===== src/rtl/pipe_skid_stage_if.sv =====
`default_nettype none
// ============================================================================
// Module   : pipe_skid_stage_if
// Purpose  : valid/ready payload channel into and out of a pipe_skid_stage.
// Revision : 1.0  initial release
// ============================================================================
interface pipe_skid_stage_if #(
    parameter int unsigned DATA_W = 160
);
    logic              in_valid;
    logic              in_ready;
    logic [DATA_W-1:0] in_data;
    logic              out_valid;
    logic              out_ready;
    logic [DATA_W-1:0] out_data;

    // slave: the stage itself; master: the surrounding pipeline
    modport slave  (input  in_valid, in_data, out_ready,
                    output in_ready, out_valid, out_data);
    modport master (output in_valid, in_data, out_ready,
                    input  in_ready, out_valid, out_data);
endinterface
`default_nettype wire


===== src/rtl/pipe_skid_stage.sv =====
`default_nettype none
// ============================================================================
// Module   : pipe_skid_stage
// Purpose  : two-entry elastic pipeline register with registered in_ready and
//            synchronous flush. Define PIPE_SKID_PERF_EN to add the saturating
//            stall_cnt / bubble_cnt performance counters (and CNT_W).
// Revision : 1.0  initial release
// ============================================================================
module pipe_skid_stage #(
    parameter int unsigned       DATA_W     = 160,
    parameter logic [DATA_W-1:0] RESET_DATA = '0
`ifdef PIPE_SKID_PERF_EN
    ,
    parameter int unsigned       CNT_W      = 32
`endif
) (
    input  logic                clk,
    input  logic                rst,
    input  logic                flush,
    pipe_skid_stage_if.slave    bus,
    output logic [1:0]          occupancy
`ifdef PIPE_SKID_PERF_EN
    ,
    output logic [CNT_W-1:0]    stall_cnt,
    output logic [CNT_W-1:0]    bubble_cnt
`endif
);

    // The state value is the number of held entries.
    typedef enum logic [1:0] {
        ST_EMPTY = 2'd0,
        ST_ONE   = 2'd1,
        ST_FULL  = 2'd2
    } state_t;

    state_t            r_state_q,     w_state_d;
    logic [DATA_W-1:0] r_main_data_q, w_main_data_d;
    logic [DATA_W-1:0] r_skid_data_q, w_skid_data_d;
    logic              r_in_ready_q,  w_in_ready_d;

    logic w_out_valid;
    logic w_accept;
    logic w_emit;

    assign w_out_valid = (r_state_q != ST_EMPTY);
    assign w_accept    = bus.in_valid & r_in_ready_q;
    assign w_emit      = w_out_valid & bus.out_ready;

    assign bus.in_ready  = r_in_ready_q;
    assign bus.out_valid = w_out_valid;
    assign bus.out_data  = r_main_data_q;
    assign occupancy     = r_state_q;

    always_comb begin
        w_state_d     = r_state_q;
        w_main_data_d = r_main_data_q;
        w_skid_data_d = r_skid_data_q;

        if (flush) begin
            w_state_d     = ST_EMPTY;
            w_main_data_d = RESET_DATA;
            w_skid_data_d = RESET_DATA;
        end else begin
            case (r_state_q)
                ST_EMPTY: begin
                    if (w_accept) begin
                        w_main_data_d = bus.in_data;
                        w_state_d     = ST_ONE;
                    end
                end
                ST_ONE: begin
                    if (w_emit && w_accept) begin
                        w_main_data_d = bus.in_data;
                    end else if (w_emit) begin
                        w_state_d = ST_EMPTY;
                    end else if (w_accept) begin
                        w_skid_data_d = bus.in_data;
                        w_state_d     = ST_FULL;
                    end
                end
                ST_FULL: begin
                    // in_ready is low here, so nothing can be accepted alongside the emit
                    if (w_emit) begin
                        w_main_data_d = r_skid_data_q;
                        w_state_d     = ST_ONE;
                    end
                end
                default: begin
                    w_state_d = ST_EMPTY;
                end
            endcase
        end

        // ready is a pure function of the next state, so downstream ready never reaches upstream
        w_in_ready_d = (w_state_d != ST_FULL);
    end

    always_ff @(posedge clk) begin
        if (rst) begin
            r_state_q     <= ST_EMPTY;
            r_main_data_q <= RESET_DATA;
            r_skid_data_q <= RESET_DATA;
            r_in_ready_q  <= 1'b1;
        end else begin
            r_state_q     <= w_state_d;
            r_main_data_q <= w_main_data_d;
            r_skid_data_q <= w_skid_data_d;
            r_in_ready_q  <= w_in_ready_d;
        end
    end

`ifdef PIPE_SKID_PERF_EN
    localparam logic [CNT_W-1:0] c_CNT_ONE = {{(CNT_W-1){1'b0}}, 1'b1};

    logic [CNT_W-1:0] r_stall_cnt_q,  w_stall_cnt_d;
    logic [CNT_W-1:0] r_bubble_cnt_q, w_bubble_cnt_d;

    // Counters saturate and are deliberately untouched by flush.
    always_comb begin
        w_stall_cnt_d  = r_stall_cnt_q;
        w_bubble_cnt_d = r_bubble_cnt_q;
        if (w_out_valid && !bus.out_ready && !(&r_stall_cnt_q)) begin
            w_stall_cnt_d = r_stall_cnt_q + c_CNT_ONE;
        end
        if (!w_out_valid && !(&r_bubble_cnt_q)) begin
            w_bubble_cnt_d = r_bubble_cnt_q + c_CNT_ONE;
        end
    end

    always_ff @(posedge clk) begin
        if (rst) begin
            r_stall_cnt_q  <= '0;
            r_bubble_cnt_q <= '0;
        end else begin
            r_stall_cnt_q  <= w_stall_cnt_d;
            r_bubble_cnt_q <= w_bubble_cnt_d;
        end
    end

    assign stall_cnt  = r_stall_cnt_q;
    assign bubble_cnt = r_bubble_cnt_q;
`endif

endmodule
`default_nettype wire


===== src/flat_wrapper.sv =====
// flat-port wrapper written by rule: the top's interface ports become plain ports
module pipe_skid_stage_flat 
#(
    parameter int unsigned       DATA_W     = 160,
    parameter logic [DATA_W-1:0] RESET_DATA = '0

)
  (clk, rst, flush, occupancy, bus_in_valid, bus_in_data, bus_out_ready, bus_in_ready, bus_out_valid, bus_out_data);
  pipe_skid_stage_if #(.DATA_W(DATA_W)) bus_i ();
  input  logic clk;
  input  logic rst;
  input  logic flush;
  output logic [1:0] occupancy;
  input wire logic [$bits(bus_i.in_valid)-1:0] bus_in_valid;
  input wire logic [$bits(bus_i.in_data)-1:0] bus_in_data;
  input wire logic [$bits(bus_i.out_ready)-1:0] bus_out_ready;
  output wire logic [$bits(bus_i.in_ready)-1:0] bus_in_ready;
  output wire logic [$bits(bus_i.out_valid)-1:0] bus_out_valid;
  output wire logic [$bits(bus_i.out_data)-1:0] bus_out_data;
  assign bus_i.in_valid = bus_in_valid;
  assign bus_i.in_data = bus_in_data;
  assign bus_i.out_ready = bus_out_ready;
  assign bus_in_ready = bus_i.in_ready;
  assign bus_out_valid = bus_i.out_valid;
  assign bus_out_data = bus_i.out_data;
  pipe_skid_stage #(.DATA_W(DATA_W), .RESET_DATA(RESET_DATA)) u_core (.clk(clk), .rst(rst), .flush(flush), .bus(bus_i), .occupancy(occupancy));
endmodule

===== config.mk =====
export PLATFORM = sky130hd
export DESIGN_NAME = pipe_skid_stage_flat
export DESIGN_NICKNAME = d
export VERILOG_FILES = /design/src/rtl/pipe_skid_stage_if.sv /design/src/rtl/pipe_skid_stage.sv /design/src/flat_wrapper.sv
export SDC_FILE = /design/constraint.sdc
export NUM_CORES = 1
export LEC_CHECK = 0
export CORE_MARGIN = 4
export CORE_UTILIZATION = 49
export DETAILED_ROUTE_END_ITERATION = 7
export GPL_TIMING_DRIVEN = 0
export HOLD_SLACK_MARGIN = 0.05
export PLACE_DENSITY = 0.89
export SYNTH_ARGS = -nofsm -noshare
export SYNTH_HDL_FRONTEND = slang
export SYNTH_SLANG_ARGS = --single-unit

===== constraint.sdc =====
create_clock -name clk -period 2.4 [get_ports clk]
set_input_delay 0.48 -clock clk [delete_from_list [all_inputs] [get_ports clk]]
set_output_delay 0.48 -clock clk [all_outputs]
set_load 0.05 [all_outputs]

======== Yosys cells after proc, flatten, opt, wreduce, memory -nomap -nowiden ========
Index checks and enable logic that the tools add are counted.
storage, ports and cells
  memories kept ........................... 0
  output and inout port bits .............. 164
  input bits .............................. 165
  word-level logic and storage cells ...... 32
  bits in latches ......................... 0
  register bits after elaboration ......... 323
  RAM bits ................................ 0
  memory bits (read-only) ................. 0
operators by class
  equality and inequality tests ........... 6
  mux-type cells .......................... 11
  multiply operators ...................... 0
  bitwise logic cells ..................... 4
  div/mod/pow operators ................... 0
  $lt $le $gt $ge ......................... 0
  reductions and logical operators ........ 7
  $add $sub $neg .......................... 0
  shift-type cells ........................ 0
operator list
  operator            number
  $mux 160            3
  $pmux 160 s3        1
  $mux 2              6
  $reduce_and 4->1    2
  $ne 2x1->1 const B  3
  $pmux 2 s3          1
  $reduce_bool 3->1   1
  $and 1x1->1         2
  $eq 2x1->1 const B  1
  $eq 2x2->1 const B  1
  $logic_not 2->1     1
  $ne 2x2->1 const B  1
  $not 1->1           2
  $reduce_bool 2->1   1
  $reduce_or 2->1     1
  $logic_and 1x1->1   1

======== Longest topological paths before layout ========
  word-level depth ........................ 7
  depth in mapped cells ................... 8
  mapped depth without buffers ............ 4

======== Worst setup path after synthesis ========
OpenSTA, ideal clock, no wires.
  path type ............................... register to register
  start ................................... register u_core.r_state_q[1] (netlist: u_core.occupancy[1])
  end ..................................... register u_core.r_main_data_q[0] (netlist: u_core.bus.out_data[0])
  arrival time ............................ 1.976 ns
  cell stages (with the launch flop) ...... 8
  data required time ...................... 2.313 ns
  clock period less this slack ............ 2.063 ns
  path slack .............................. 0.337 ns
  library setup time ...................... 0.087 ns
  path buffers ............................ 3
  cell sequence ........................... dfxtp_1 > and3b_1 > clkbuf_1 > a221oi_2 > buf_2 > buf_2 > nand3_1 > o31ai_1
between the ends
  longest elaborated chain between the ends .. 5
  elaborated cells between the ends (all ways) .. 12
  classes of those cells .................. eq/ne (5); mux (1); bitwise (1); reduce/logical (5)
ends and longest elaborated chain
  item                               RTL line                text
  start, declared                    pipe_skid_stage.sv:36   state_t r_state_q, w_state_d;
  start signal, assigned             pipe_skid_stage.sv:105  r_state_q <= w_state_d;
  $reduce_bool 2->1                  pipe_skid_stage.sv:45   assign w_out_valid = (r_state_q != ST_EMPTY);
  $and 1x1->1                        pipe_skid_stage.sv:47   assign w_emit = w_out_valid & bus.out_ready;
  $logic_and 1x1->1                  pipe_skid_stage.sv:72   if (w_emit && w_accept) begin
  $ne 2x1->1 (no source line)        -
  $reduce_and 4->1 (no source line)  -
  end signal, assigned               pipe_skid_stage.sv:106  r_main_data_q <= w_main_data_d;
  end, declared                      pipe_skid_stage.sv:37   logic [DATA_W-1:0] r_main_data_q, w_main_data_d;
Parallel ways exist; a longest one is shown, timed or not.
A chain may end at the register's enable or synchronous reset.

======== Worst setup path after layout ========
  start ................................... register u_core.r_state_q[0] (netlist: u_core.occupancy[0])
  end ..................................... output occupancy[0]
RTL lines
  item           RTL line            text
  end, declared  flat_wrapper.sv:13  output logic [1:0] occupancy;
No word-level cell between the ends.

==> impl_metrics.json <==
{
  "vdd.ir_drop.worst_uv": 498,
  "dp.final_hpwl_um": 29400,
  "insertion_delay_to_the_later_sink_of_the_worst_skew_pair_ns": 0.50,
  "drt_first_pass_iters": 5,
  "cts_buffer_depth": 3,
  "cts_htree_levels": 2,
  "outcome": "completed",
  "report.final.slew_viol_count": 0,
  "period_minus_slack_ns": 2.33,
  "per_cell_via_count_in_the_routed_design": 5.69,
  "worst_max_slew_pin_slew_ns": 0.810,
  "areaGrowthSynthToFinish_pct": 38.0,
  "floorplan.io_pins": 329,
  "global_route.overflow_total": 0,
  "hold_path.class": "register to register",
  "synth_seq_cells": 323,
  "power-per-cell-area_nw_per_um2": 710,
  "final-setup-viol-count": 0,
  "fin_crit_sh_pct": 97.1,
  "synth_cells": 1444,
  "area_of_the_core_region_um2": 25500,
  "drt_drc_violations_left": 0,
  "cp.arrival_ns": 1.85,
  "wl_um": 41200,
  "synth-warning-count": 0,
  "worst_setup_hold_path_clk_slew_ns": 0.06,
  "grt_antenna_before_repair": 2,
  "die_area_um2": 28800,
  "grt_start_max_net_pins": 14,
  "wire_per_inst_um": 19.0,
  "synthTopCellsByArea": "dfxtp_1, mux2i_1, nand2_1, o31ai_1, a21oi_1",
  "leakagePower_nw": 7.14,
  "cts.sinks": 323,
  "count_of_nets_after_finishing": 1974,
  "min-delay-start": "u_core.r_skid_data_q[153]",
  "synth.cell_area_um2": 12800,
  "postRouteAntennaNets": 0,
  "highest_fanout_seen_on_the_critical_path": 9,
  "whs_ns": 0.452,
  "cpPeakStageDelay_ns": 0.87,
  "hold_path_depth": 2,
  "initial_core_utilization_pct": 50.3,
  "placementRows": 58,
  "buffer_ports.inserted": 328,
  "die_width_um": 170,
  "timing.max_slew.rel_slack_pct": 46.0,
  "post-route-util_pct": 69.4,
  "first_iter_violations": 1063,
  "ys_types": 21,
  "cp_num_buf_inv": 1,
  "synthDominantAreaCellType": "dfxtp_1",
  "synth-seq-area-share_pct": 50.4,
  "grt_usage_pct": 27.2,
  "worstSetupEndpointType": "output pin",
  "syn_avg_cell_area_um2": 8.88,
  "number_of_global_route_vias_before_repair": 12200,
  "path_delay_family": "buffers and inverters",
  "timing.fmax_ghz": 0.429,
  "hold_viol": 0,
  "post_synth_net_total": 1609,
  "cp-start-kind": "register",
  "worstHoldEndpoint": "u_core.r_skid_data_q[153]",
  "gpl.final_weighted_congestion": 0.902,
  "first_pass_grt_wire_length_um": 63500,
  "share_of_the_synthesized_area_in_the_top_cell_type_pct": 50.4,
  "skew_ns": 0.0119,
  "numCtsBuffers": 35,
  "worst_path_max_delay_cell": "clkdlybuf4s50_1",
  "vias": 12300,
  "maxCapViolCount": 0,
  "timing.rr.start": "u_core.occupancy[1]",
  "reg2regPathDepth": 7,
  "r2r_setup_slack_ns": 0.11,
  "cts_setup_buffers": 0,
  "setup.worst_path.class": "register to output pin",
  "die_h_um": 170,
  "cts-hold-fix-buffers": 0,
  "worstPathCellList": "clkdlybuf4s50_1",
  "tritoncts": "built",
  "drive_above_1_share_pct": 7.04,
  "worst-endpoint-required_ns": 1.92,
  "worst_r2r_endpoint": "u_core.bus.out_data[157]",
  "cts-root-buf": "clkbuf_16"
}
logic make-up after synthesis:
family,Yosys count,share of synthesized area [%]
mux,160,12.5
simple gates,493,16.3
flops,323,50.4
buf+inv,143,4.83
compound gates,325,16.0
timing repair:
action | in CTS | in global routing
cloned | 0 | 0
resized for setup | 4 | 10
endpoints found under the setup margin | 91 | 132
synth_stat cells:
master / instances
clkbuf_1: 75
a21oi_1: 161
nand3b_1: 2
nor2_1: 1
and3b_1: 2
inv_1: 1
buf_1: 1
mux2i_1: 160
o31ai_1: 160
nand2_1: 322
buf_2: 66
dfxtp_1: 323
nor2b_1: 1
a211o_1: 1
nand2b_1: 1
or2_2: 2
a221oi_2: 1
o21a_1: 1
nand3_1: 161
a21o_1: 1
nor4bb_1: 1
where the power goes:
part	total, W	internal (W)	switching, W
Clock	0.00532	0.00322	0.00210
Combinational	0.00166	0.000615	0.00104
Sequential	0.00557	0.00549	0.0000779
Total	0.0126	0.00933	0.00322
stage by stage:
stage / setup slack (ns) / total power (W) / cell area, µm² / TNS [ns] / std cells
floorplan: 0.337 / 0.00656 / 12800 / 0 / 1444
finish: 0.0690 / 0.0126 / 17700 / 0 / 2166
CTS: 0.00823 / 0.0126 / 17700 / 0 / 2163
global route: -0.0178 / 0.0129 / 17700 / -0.0251 / 2165
global placement: -0.758 / 0.00729 / 16500 / -117.49 / 2102
detailed placement: -0.804 / 0.00732 / 16500 / -126.97 / 2102
worst max path at each step:
stage	startpoint	end	depth (start not counted)
2_1_floorplan	u_core.occupancy[1]	u_core.bus.out_data[0]	7
3_3_place_gp	flush	u_core.bus.out_data[128]	6
3_5_place_dp	flush	u_core.bus.out_data[128]	6
4_1_cts	u_core.occupancy[1]	u_core.bus.out_data[157]	7
5_1_grt	u_core.occupancy[1]	u_core.bus.out_data[157]	7
6_report	u_core.occupancy[0]	occupancy[0]	1
placed cells by master, fill, tap and decap left out, types with 3 or more instances in the layout:
| cell | n |
|---|---|
| o31ai_1 | 160 |
| mux2i_1 | 160 |
| a21oi_1 | 161 |
| clkbuf_16 | 37 |
| buf_2 | 63 |
| clkbuf_1 | 77 |
| clkbuf_8 | 10 |
| clkbuf_2 | 4 |
| nand3_1 | 161 |
| dfxtp_1 | 323 |
| clkinv_2 | 7 |
| clkdlybuf4s50_1 | 326 |
| nand2_1 | 322 |
| diode_2 | 3 |
tightest hold or removal path, stage by stage (launching register included):
cell,delay (ns)
dfxtp_1,0.30
nand2_1,0.05
a21oi_1,0.05
sequential cells by signal, summed over array words and instances (netlist names):
name,count
u_core.bus.in_ready,1
u_core.bus.out_data,160
u_core.occupancy,2
u_core.r_skid_data_q,160
layer usage:
layer,global-route usage [%],vias to the layer above,share of wire (%)
li1,-,5822,-
met1,32.7,5825,39
met2,46.5,563,48
met5,0,-,0
met4,11.6,0,4.1
met3,6.43,117,8.3
layout make-up:
cell class | instances | area, µm²
sequential | 323 | 6470
multi-input combinational | 978 | 5740
buffer | 142 | 628
antenna | 3 | 7.51
tap | 330 | 413
timing repair buffer | 328 | 3280
fill | 1916 | 7780
clock buffer | 53 | 1090
clock inverter | 8 | 65.1
inverter | 1 | 3.75
(Power assumes the default switching activity.)
